`src/rtl/delay_timer_scheduler.sv`:
```
// -----------------------------------------------------------------------------
// delay_timer_scheduler
//
// Purpose:
//   Shares a single delay-timer engine among NREQ requesters. An idle engine
//   picks the next requester round-robin and captures that requester's 4-bit
//   delay. It then counts (delay+1)*TICK_CYCLES clock cycles. Finally it holds
//   a one-hot done flag until the owning requester acknowledges it.
//
// Ports:
//   clk        in   1              system clock, rising edge
//   reset_n    in   1              asynchronous active-low reset
//   req        in   NREQ           per-requester timer request (level)
//   req_delay  in   NREQ*DELAY_W   delay of requester i at [i*DELAY_W +: DELAY_W]
//   ack        in   NREQ           per-requester acknowledge of done
//   grant      out  NREQ           one-hot engine owner, 0 when idle
//   busy       out  1              engine loading or counting
//   remaining  out  DELAY_W        delay units left while counting, else 0
//   done       out  NREQ           one-hot completion flag, held until ack
//
// Configuration macro:
//   TIMER_SCHED_ABORT_EN - when defined, the owner dropping its req while the
//   engine is loading or counting abandons the job. No done is raised and the
//   round-robin pointer moves past the owner.
//
// Every output comes straight from a register. No combinational path exists
// from req or ack to any output.
// -----------------------------------------------------------------------------
module delay_timer_scheduler #(
    parameter int NREQ        = 4,
    parameter int DELAY_W     = 4,
    parameter int TICK_CYCLES = 1000
) (
    input  logic                      clk,
    input  logic                      reset_n,
    input  logic [NREQ-1:0]           req,
    input  logic [NREQ*DELAY_W-1:0]   req_delay,
    input  logic [NREQ-1:0]           ack,
    output logic [NREQ-1:0]           grant,
    output logic                      busy,
    output logic [DELAY_W-1:0]        remaining,
    output logic [NREQ-1:0]           done
);

    localparam int PTR_W = $clog2(NREQ);
    localparam int FC_W  = $clog2(TICK_CYCLES);
    localparam logic [FC_W-1:0] FC_LAST = FC_W'(TICK_CYCLES - 1);
    localparam logic [NREQ-1:0] ONE_HOT0 = {{(NREQ-1){1'b0}}, 1'b1};

    typedef enum logic [1:0] {
        IDLE  = 2'd0,
        LOAD  = 2'd1,
        COUNT = 2'd2,
        DONE  = 2'd3
    } state_t;

    state_t               state_r,     state_s;
    logic [NREQ-1:0]      grant_r,     grant_s;
    logic [PTR_W-1:0]     gidx_r,      gidx_s;
    logic [PTR_W-1:0]     rr_ptr_r,    rr_ptr_s;
    logic [DELAY_W-1:0]   scount_r,    scount_s;
    logic [FC_W-1:0]      fcount_r,    fcount_s;
    logic                 busy_r,      busy_s;
    logic [DELAY_W-1:0]   remaining_r, remaining_s;
    logic [NREQ-1:0]      done_r,      done_s;

    logic                 found_s;
    logic [PTR_W-1:0]     sel_s;
    logic [DELAY_W-1:0]   delay_sel_s;
    logic [PTR_W-1:0]     next_ptr_s;

    // Round-robin search starting at rr_ptr, and selection of the winner's delay
    always_comb begin
        int idx;
        logic hit;
        idx         = 0;
        hit         = 1'b0;
        found_s     = 1'b0;
        sel_s       = '0;
        delay_sel_s = '0;
        for (int k = 0; k < NREQ; k++) begin
            idx     = (int'(rr_ptr_r) + k) % NREQ;
            hit     = req[PTR_W'(idx)] && !found_s;
            sel_s   = hit ? PTR_W'(idx) : sel_s;
            found_s = found_s | hit;
        end
        for (int i = 0; i < NREQ; i++) begin
            delay_sel_s = (sel_s == PTR_W'(i)) ? req_delay[i*DELAY_W +: DELAY_W]
                                               : delay_sel_s;
        end
    end

    // Pointer value that makes the requester after the current owner the first candidate
    always_comb begin
        if (gidx_r == PTR_W'(NREQ - 1)) begin
            next_ptr_s = '0;
        end else begin
            next_ptr_s = gidx_r + PTR_W'(1);
        end
    end

    // Next-state logic and registered-output precomputation
    always_comb begin
        state_s  = state_r;
        grant_s  = grant_r;
        gidx_s   = gidx_r;
        rr_ptr_s = rr_ptr_r;
        scount_s = scount_r;
        fcount_s = fcount_r;

        case (state_r)
            IDLE: begin
                grant_s = '0;
                if (found_s) begin
                    state_s  = LOAD;
                    grant_s  = ONE_HOT0 << sel_s;
                    gidx_s   = sel_s;
                    scount_s = delay_sel_s;
                    fcount_s = '0;
                end else begin
                    state_s  = IDLE;
                end
            end
            LOAD: begin
                state_s  = COUNT;
                fcount_s = '0;
            end
            COUNT: begin
                if (fcount_r == FC_LAST) begin
                    if (scount_r == '0) begin
                        state_s = DONE;
                    end else begin
                        scount_s = scount_r - DELAY_W'(1);
                        fcount_s = '0;
                    end
                end else begin
                    fcount_s = fcount_r + FC_W'(1);
                end
            end
            DONE: begin
                // Only the owner's ack ends the job; other ack bits are ignored
                if (ack[gidx_r]) begin
                    state_s  = IDLE;
                    grant_s  = '0;
                    rr_ptr_s = next_ptr_s;
                end else begin
                    state_s  = DONE;
                end
            end
            default: begin
                state_s  = IDLE;
                grant_s  = '0;
                scount_s = '0;
                fcount_s = '0;
            end
        endcase

`ifdef TIMER_SCHED_ABORT_EN
        // Owner withdrew its request while the engine was running: drop the job silently
        if (((state_r == LOAD) || (state_r == COUNT)) && !req[gidx_r]) begin
            state_s  = IDLE;
            grant_s  = '0;
            rr_ptr_s = next_ptr_s;
        end else begin
            rr_ptr_s = rr_ptr_s;
        end
`endif

        busy_s      = (state_s == LOAD) || (state_s == COUNT);
        remaining_s = busy_s ? scount_s : '0;
        done_s      = (state_s == DONE) ? grant_s : '0;
    end

    // State and output registers
    always_ff @(posedge clk or negedge reset_n) begin
        if (!reset_n) begin
            state_r     <= IDLE;
            grant_r     <= '0;
            gidx_r      <= '0;
            rr_ptr_r    <= '0;
            scount_r    <= '0;
            fcount_r    <= '0;
            busy_r      <= 1'b0;
            remaining_r <= '0;
            done_r      <= '0;
        end else begin
            state_r     <= state_s;
            grant_r     <= grant_s;
            gidx_r      <= gidx_s;
            rr_ptr_r    <= rr_ptr_s;
            scount_r    <= scount_s;
            fcount_r    <= fcount_s;
            busy_r      <= busy_s;
            remaining_r <= remaining_s;
            done_r      <= done_s;
        end
    end

    assign grant     = grant_r;
    assign busy      = busy_r;
    assign remaining = remaining_r;
    assign done      = done_r;

endmodule

```
`config.mk`:
```
export PLATFORM = sky130hd
export DESIGN_NAME = delay_timer_scheduler
export DESIGN_NICKNAME = d
export VERILOG_FILES = /design/src/rtl/delay_timer_scheduler.sv
export SDC_FILE = /design/constraint.sdc
export NUM_CORES = 1
export LEC_CHECK = 0
export ABC_AREA = 0
export BUFFER_PORTS_ARGS = -buffer_cell sky130_fd_sc_hd__buf_2
export CAP_MARGIN = 20
export CELL_PAD_IN_SITES_DETAIL_PLACEMENT = 1
export CELL_PAD_IN_SITES_GLOBAL_PLACEMENT = 2
export CORE_ASPECT_RATIO = 2
export CORE_UTILIZATION = 37
export CTS_BUF_LIST = sky130_fd_sc_hd__clkbuf_2 sky130_fd_sc_hd__clkbuf_4 sky130_fd_sc_hd__clkbuf_8
export DETAILED_ROUTE_END_ITERATION = 16
export GPL_TIMING_DRIVEN = 1
export PLACE_DENSITY = 0.84
export REMOVE_ABC_BUFFERS = 1
export SYNTH_ARGS = -nofsm -noshare
export SYNTH_HDL_FRONTEND = slang
export SYNTH_SLANG_ARGS = --single-unit
```
`constraint.sdc`:
```
create_clock -name clk -period 4.7 [get_ports clk]
set_input_delay 0.47 -clock clk [delete_from_list [all_inputs] [get_ports clk]]
set_output_delay 0.47 -clock clk [all_outputs]
set_load 0.02 [all_outputs]
```
; ---- Word level (Yosys, flattened, before mapping)
; Index checks and enable logic that the tools add are counted.
[op_classes]
add_sub_neg = 6
n_lt_le_gt_ge = 5
eq_ne = 13
n_shift = 1
mux = 41
bitwise_logic = 3
n_reduce_logical = 14
[op_table]
columns = op, count
row1 = $mux 4, 11
row2 = $mux 10, 3
row3 = $pmux 10 s3, 1
row4 = $lt 2x4->1 const B, 4
row5 = $mux 2, 8
row6 = $pmux 4 s2, 2
row7 = $eq 2x2->1 const B, 7
row8 = $add 10x1->10 const B, 1
row9 = $bmux 1 s2, 5
row10 = $eq 10x10->1 const B, 1
row11 = $mux 1, 10
row12 = $pmux 2 s4, 1
row13 = $eq 2x1->1 const B, 3
row14 = $add 2x1->2 const B, 2
row15 = $add 2x2->2 const B, 2
row16 = $logic_not 2->1, 2
row17 = $logic_not 4->1, 1
row18 = $reduce_and 2->1, 2
row19 = $shl 1x2->4 const A, 1
row20 = $sub 4x1->4 const B, 1
row21 = $logic_and 1x1->1, 3
row22 = $logic_not 1->1, 3
row23 = $lt 2x3->1 const B, 1
row24 = $ne 3x3->1 const B, 1
row25 = other kinds (5), 7
[word_totals]
ff_bits = 33
input_bits = 26
word_cells = 92

; ---- Logic depth before layout (Yosys ltp)
; Gate-level depths: netlist of the first run.
[logic_depth]
depth_word = 20
mapped_depth = 9
ltp_nobuf = 9

; ---- Worst setup path before layout of the first run
; Ideal clock, no wire load.
[synth_path]
kind = input -> register
startpoint = input req[0]
endpoint = register scount_r[0]
t_arrival_ns = 1.799
required_time_ns = 4.561
setup_slack_ns = 2.762
path_stages = 6
n_path_buf = 1
path_cell_list = nor4_2 > nand2b_4 > or3_1 > buf_4 > a21oi_1 > or4_1
[synth_between]
elab_chain_len = 19
elab_cells_between_ends = 35
[synth_lines]
columns = item, line_no
row1 = start: declaration, 36  ; input logic [NREQ-1:0] req,
row2 = $bmux 1 s2, 83  ; hit = req[PTR_W'(idx)] && !found_s;
row3 = $mux 1 (not written as such) (2 in a row), 83
row4 = $logic_not 1->1, 83
row5 = $logic_and 1x1->1, 83
row6 = $or 1x1->1, 85  ; found_s = found_s | hit;
row7 = $logic_not 1->1, 83
row8 = $logic_and 1x1->1, 83
row9 = $or 1x1->1, 85
row10 = $logic_not 1->1, 83
row11 = $logic_and 1x1->1, 83
row12 = $mux 2, 84  ; sel_s = hit ? PTR_W'(idx) : sel_s;
row13 = $logic_not 2->1, 88  ; delay_sel_s = (sel_s == PTR_W'(i)) ? req_delay[i*DELAY_W +: DELAY_W]
row14 = $mux 4 (4 in a row), 88
row15 = $mux 4 (*), 114  ; if (found_s) begin
row16 = $pmux 4 s2 (*), 111  ; case (state_r)
row17 = via scount_s[0], 61  ; logic [DELAY_W-1:0] scount_r, scount_s;
row18 = end signal: assignment, 191  ; scount_r <= scount_s;
row19 = end: declaration, 61
; Mark *: on every way through the listed nets, which the timed path passes. The rest lies on a longest branch. The select of a mux whose other input is x is not followed.
; A chain may end at the register's enable or synchronous reset.

; ---- Worst setup path in the final report of the first run
[layout_path]
startpoint = register state_r[0]
endpoint = register fcount_r[5]
[layout_between]
elab_chain_len = 3
elab_cells_between_ends = 8
[layout_lines]
columns = item, line_no
row1 = start: declaration, 57  ; state_t state_r, state_s;
row2 = start signal: assignment, 187  ; state_r <= state_s;
row3 = "$eq 2x2->1, or another cell as far along", 111
row4 = "$ne 3x3->1 (no source line), or another cell as far along", --
row5 = $reduce_and 3->1 (no source line), --
row6 = end signal: assignment, 192  ; fcount_r <= fcount_s;
row7 = end: declaration, 62  ; logic [FC_W-1:0] fcount_r, fcount_s;
; Parallel ways exist; a longest one is shown, timed or not.

==> results of run 1 <==
-- how the worst min path moves through the flow --
stage | startpoint | to | slack [ns]
floorplan | reset_n | busy | 0.17
global placement | grant[1] | grant[1] | 0.48
detailed placement | grant[1] | grant[1] | 0.50
CTS | reset_n | done[1] | 0.28
global route | reset_n | done[1] | 0.32
finish | reset_n | gidx_r[1] | 0.25
-- layout make-up --
cell class / instances / area share
inverters: 8 / 0.01335
repair buffers: 38 / 0.08454
multi-input cells: 158 / 0.4633
clock buffers: 6 / 0.03671
clock inverters: 1 / 0.003337
flip-flops and latches: 33 / 0.3671
well taps: 57 / 0.03170
-- synth_stat cells, drive strengths merged, types with 2 or more instances --
master	count
dfrtp	33
o21ai	25
nand2	19
nand3	16
o31ai	11
a21oi	9
ha	8
inv	8
nor2	7
a21o	6
nor2b	6
and2	5
nand2b	5
nor3	4
a31oi	3
buf	3
nor4	3
or3	3
or4	3
and3	2
clkbuf	2
mux2	2
nand4	2
o21bai	2
o41a	2
o41ai	2
-- registers in the layout (all words and copies together), names as in the netlist --
signal     cells
fcount_r      10
done           4
grant          4
remaining      4
scount_r       4
gidx_r         2
rr_ptr_r       2
state_r        2
busy           1
-- report_power, final --
group	switching, mW	internal (mW)	total, mW
Clock	0.106	0.116	0.222
Combinational	0.420	0.247	0.667
Sequential	0.0713	0.369	0.440
Total	0.597	0.731	1.33
-- layer usage --
layer	part of all wire	wire (um)	track usage	vias up
li1	-	-	-	837
met1	0.36	1877	0.2076	847
met2	0.60	3175	0.4204	27
met3	0.018	94	0.02924	9
met4	0.022	115	0.08835	0
met5	0	0	0	-
-- metrics by stage --
step             util  total power, mW
6_report       0.4540            1.329
5_1_grt        0.4540            1.441
4_1_cts        0.4540            1.346
3_5_place_dp   0.4359            1.114
3_3_place_gp   0.4359            1.107
2_1_floorplan       -           0.9053
-- logic make-up after synthesis --
| logic type | after synthesis | synth area share |
|---|---|---|
| XOR/XNOR | 1 | 0.004540 |
| AO/OA/AOI/OAI | 68 | 0.2367 |
| AND/OR/NAND/NOR | 77 | 0.2186 |
| multiplexers | 4 | 0.02853 |
| adder cells (fa/ha/maj) | 8 | 0.05188 |
| buffers and inverters | 13 | 0.03178 |
| flip-flops | 33 | 0.4280 |
-- cell usage in the layout, fill, tap and decap left out, types with 2 or more instances in the layout --
master    instances
buf_2            38
dfrtp_1          33
nand2_1          19
o21ai_0          17
nand3_1          16
o31ai_1          10
a21oi_1           9
inv_1             8
o21ai_1           8
ha_1              8
nor2_1            7
a21o_1            6
nor2b_1           6
clkbuf_8          6
and2_1            5
nor3_1            4
nand2b_1          4
or3_1             3
or4_1             3
a31oi_1           3
nor4_2            2
nand4_1           2
o21bai_1          2
o41a_1            2
mux2_2            2
and3_1            2
==> results.cfg, run 1 <==
[sta]
min_period_ns = 2.337
relSlewSlack = 0.3634
finalHoldViolCount = 0
fin_skew_ns = 0.01231
fin_ws_ns = 2.363
setup_tns_ns = 0
tightest_slew_ns = 0.9550
report.final.slew_viol_count = 0
hold_slack_ns = 0.2510
setup_viol = 0
rsz0062_at_grt = no
fin_crit_sh = 0.4973
timing.fmax_mhz = 427.8

[setup_path]
crit_required_ns = 4.87
start_kind = flip-flop
r2r_cells = 6
r2r-start = state_r[0]
crit_chain = inv_1, ha_1, nor3_1, a21oi_1, nand3_1, o41ai_1
path_class = reg -> reg
cp_max_fo = 16
crit_family = compound AO/OA/AOI/OAI gates
critPathMaxStageDelay_ns = 0.51
end_kind = flip-flop
timing.rr.end = fcount_r[5]
reg2reg_slack_ns = 2.36
cp_slowest_cell = ha_1
crit_end = fcount_r[5]
arrival_ns = 2.51
cp.depth = 6
crit_buf_inv = 1
crit_start = state_r[0]

[final_layout]
fill_cells = 604
stdcell_count = 301
antenna_cells = 0
areaGrowthSynthToFinish_pct = 16.60
multiInputGateArea_mm2 = 0.001042
drive_gt1_frac = 0.2213
nets = 278
postLayoutCellArea_mm2 = 0.002250
seqCellArea_um2 = 825.8

[placement]
dp.cells = 294
placed_area_mm2 = 0.002160
dp_slack_ns = 2.302
dp_hpwl_um = 4072
place_congestion = 0.7713
portBuffers = 38

[global_routing]
overflow = 0
grt_max_degree = 34
grt_pass1_wl_um = 8769
antenna_found_initial = 0
grt_pass1_vias = 1879
groute.usage.overall = 0.2166

[pwr]
vdd_ir_drop_max_mv = 0.3599
p_per_area_mw_per_mm2 = 590.7
p_leak_nw = 1.027

[route]
remaining_drc_errors = 0
viasPerCell = 5.714
wirelength_um = 5262
via_count = 1720
avgRoutedWirePerCell_um = 17.48
dr.first_iter.drc_count = 23
ant_nets = 0
first_pass_iters = 4

[yosys]
ys_seq_elements = 33
synth_edf_count = 0
yosysUniqueCellTypes = 46
yosys.area.top_type = dfrtp_1
synth.avg_cell_area_um2 = 9.458
ys_top_cells_by_area = dfrtp_1 (43%), ha_1 (5.2%), o21ai_0 (4.4%)
syn_inst = 204
async_flop_share = 1.000
seq_area_frac_synth = 0.4280
syn_area_mm2 = 0.001929
synthFlopType = dfrtp_1
synth_top_area_frac = 0.4280
yosysWarnings = 0

[die]
pin_count = 39
fp.dieH_um = 104.1
dieArea_mm2 = 0.005525
initial_core_util = 0.3894
placementRows = 36
core_area_mm2 = 0.004955
die_w_um = 53.06

[cts]
clk_pin_slew_worst_paths_ns = 0.08
cts-root-buf = clkbuf_8
ctsHoldBuffers = 0
htreeDepth = 2
clockBufferDepth = 2
ctsResizeCount = 0
cts_setup_buffers = 0
cts_sinks = 33
cts_tree = yes
clkLatencyLatePin_ns = 0.29
cts_buffers = 5

[outcome]
outcome = completed

[hold_path]
hold_class = in -> async

[run]
maxCapViolations = 0
Power figures use the tool's default switching activity.
==> run 2, diff against run 1 <==
--- a/config.mk
+++ b/config.mk
@@ -11,11 +11,11 @@
 export CELL_PAD_IN_SITES_DETAIL_PLACEMENT = 1
 export CELL_PAD_IN_SITES_GLOBAL_PLACEMENT = 2
 export CORE_ASPECT_RATIO = 2
-export CORE_UTILIZATION = 37
+export CORE_UTILIZATION = 35
 export CTS_BUF_LIST = sky130_fd_sc_hd__clkbuf_2 sky130_fd_sc_hd__clkbuf_4 sky130_fd_sc_hd__clkbuf_8
 export DETAILED_ROUTE_END_ITERATION = 16
 export GPL_TIMING_DRIVEN = 1
-export PLACE_DENSITY = 0.84
+export PLACE_DENSITY = 0.8
 export REMOVE_ABC_BUFFERS = 1
 export SYNTH_ARGS = -nofsm -noshare
 export SYNTH_HDL_FRONTEND = slang
==> constraint.sdc (replaced) <==
create_clock -name clk -period 2.3 [get_ports clk]
set_input_delay 0.23 -clock clk [delete_from_list [all_inputs] [get_ports clk]]
set_output_delay 0.23 -clock clk [all_outputs]
set_load 0.02 [all_outputs]
==> run 2 against run 1 <==
Compared with the run above:
- register-to-register slack got worse by 2.2 ns
- wire length increased by 2.1%
- clock power increased by 100%
- via count increased by 2.9%
- critical endpoint is now scount_r[0]
- largest power group unchanged
- core utilization decreased by 0.39 points
- non-clock buffer count increased by 9
- sequential share of layout area decreased by 1.6 points
==> results.cfg, run 2 (synthesis results as in run 1) <==
[pwr]
power_frac_clock = 0.158
swShare = 0.4335
seqPwrFrac = 0.315
total_power_mw = 2.857
pwr-share-comb = 0.526
p_per_area_mw_per_mm2 = 1213
p_int_mw = 1.618
vdd_ir_drop_max_mv = 0.6668
switchingPower_mw = 1.238
p_leak_nw = 1.083

[sta]
fin_skew_ns = 0.008942
setup_tns_ns = 0
rsz0062_at_grt = no
timing.fmax_mhz = 473.1
min_period_ns = 2.114
relSlewSlack = 0.4966
finalHoldViolCount = 0
setup_viol = 0
fin_crit_sh = 0.9190
tightest_slew_ns = 0.7550
report.final.slew_viol_count = 0

[placement]
portBuffers = 38
dp_hpwl_um = 4273
place_congestion = 0.7900

[final_layout]
layout.cells.most_common_list = buf_2 (38), dfrtp_1 (33), nand2_1 (19)
multiInputGateArea_mm2 = 0.001066
fin_util = 0.4501
drive_gt1_frac = 0.2688
fill_cells = 641
regMostFlops = fcount_r
mostFrequentLayoutCell = buf_2
largest_reg_flops = 10
nets = 287
antenna_cells = 0
areaGrowthSynthToFinish_pct = 22.05
seqCellArea_um2 = 825.8

[die]
dieArea_mm2 = 0.005832
placementRows = 37
core_area_mm2 = 0.005231
pin_count = 39
die_w_um = 54.50
initial_core_util = 0.3688
fp.dieH_um = 107

[setup_path]
cp_max_fo = 5
cp.depth = 6
path_class = reg -> reg
crit_family = simple AND/OR/NAND/NOR gates
r2r_cells = 6
start_kind = flip-flop
arrival_ns = 2.26
crit_required_ns = 2.45
crit_chain = ha_2, nand4_1, nor4_2, xnor2_1, and2_1, or4_1
cp_slowest_cell = nor4_2
end_kind = flip-flop
crit_buf_inv = 0
critPathMaxStageDelay_ns = 0.45

[cts]
cts_sinks = 33
cts_buffers = 5
clkLatencyLatePin_ns = 0.28
cts-root-buf = clkbuf_8
ctsHoldBuffers = 0
clk_pin_slew_worst_paths_ns = 0.07
cts_tree = yes
clockBufferDepth = 2
htreeDepth = 2

[route]
viasPerCell = 5.691
dr.first_iter.drc_count = 27
via_count = 1770
ant_nets = 0
remaining_drc_errors = 0
first_pass_iters = 3
avgRoutedWirePerCell_um = 17.27
wirelength_um = 5370

[global_routing]
grt_pass1_wl_um = 8652
overflow = 0
grt_pass1_vias = 1877
antenna_found_initial = 0
grt_max_degree = 34
groute.usage.overall = 0.2067

[outcome]
outcome = completed

[run]
maxCapViolations = 0

[hold_path]
hold_class = in -> async
==> run 2: cell count changes in the layout (fill, tap and decap cells not counted), sizes merged <==
cell      previous run  this run
buf                 38        47
clkbuf               6         7
clkinvlp             1         0
==> run 2: area by class of cell <==
cell class,instances,area share
inverter,8,0.01275
tap,58,0.03082
clock buffer,7,0.03826
multi-input combinational,158,0.4527
sequential,33,0.3507
timing repair buffer,47,0.1148
==> run 2: routing by layer <==
layer | up-vias | GRT usage | share of wire
met5 | - | 0 | 0
met4 | 0 | 0.09341 | 0.029
met3 | 14 | 0.03121 | 0.023
met2 | 34 | 0.3841 | 0.58
met1 | 867 | 0.2071 | 0.36
li1 | 855 | - | -
==> run 2: timing repair <==
action / 4_1_cts / 5_1_grt
endpoints found under the setup margin: 0 / 13
setup buffers: 0 / 0
resized for setup: 0 / 5
==> run 2: worst paths after layout <==
| path | from | end | slack, ns |
|---|---|---|---|
| setup / recovery | fcount_r[0] | scount_r[0] | 0.19 |
| hold / removal | reset_n | fcount_r[4] | 0.02 |
| max in group asynchronous | reset_n | remaining[1] | 1.80 |
| setup reg to reg | fcount_r[0] | scount_r[0] | 0.19 |
| min in group clk | req_delay[1] | remaining[1] | 0.35 |
| hold reg to reg | grant[3] | grant[3] | 0.50 |
==> run 2: metrics by stage <==
step                      area [um^2]  setup slack (ns)  cells  hold slack [ns]
after floorplan                  1898            0.3629    199         -0.06559
after global placement           2241            0.1490    304           0.3413
after detailed placement         2241           0.03210    304           0.3443
after CTS                        2331           0.01059    311          0.03608
after global routing             2355           0.02287    311          0.07835
final                            2355            0.1863    311          0.01791
==> run 2: power by group through the flow <==
stage | logic, mW | clock network (mW) | registers, mW
finish | 1.50 | 0.452 | 0.901
global route | 1.67 | 0.479 | 0.930
CTS | 1.51 | 0.465 | 0.902
detailed placement | 1.51 | 0 | 0.911
global placement | 1.48 | 0 | 0.904
floorplan | 0.895 | 0 | 0.955
==> run 2: worst register-to-register path: cells and delay by family (launching register included) <==
kind | cells | cell delay [ns]
adder cells (fa/ha/maj) | 1 | 0.23
XOR/XNOR | 1 | 0.11
AND/OR/NAND/NOR | 4 | 1.26
flip-flops | 1 | 0.39
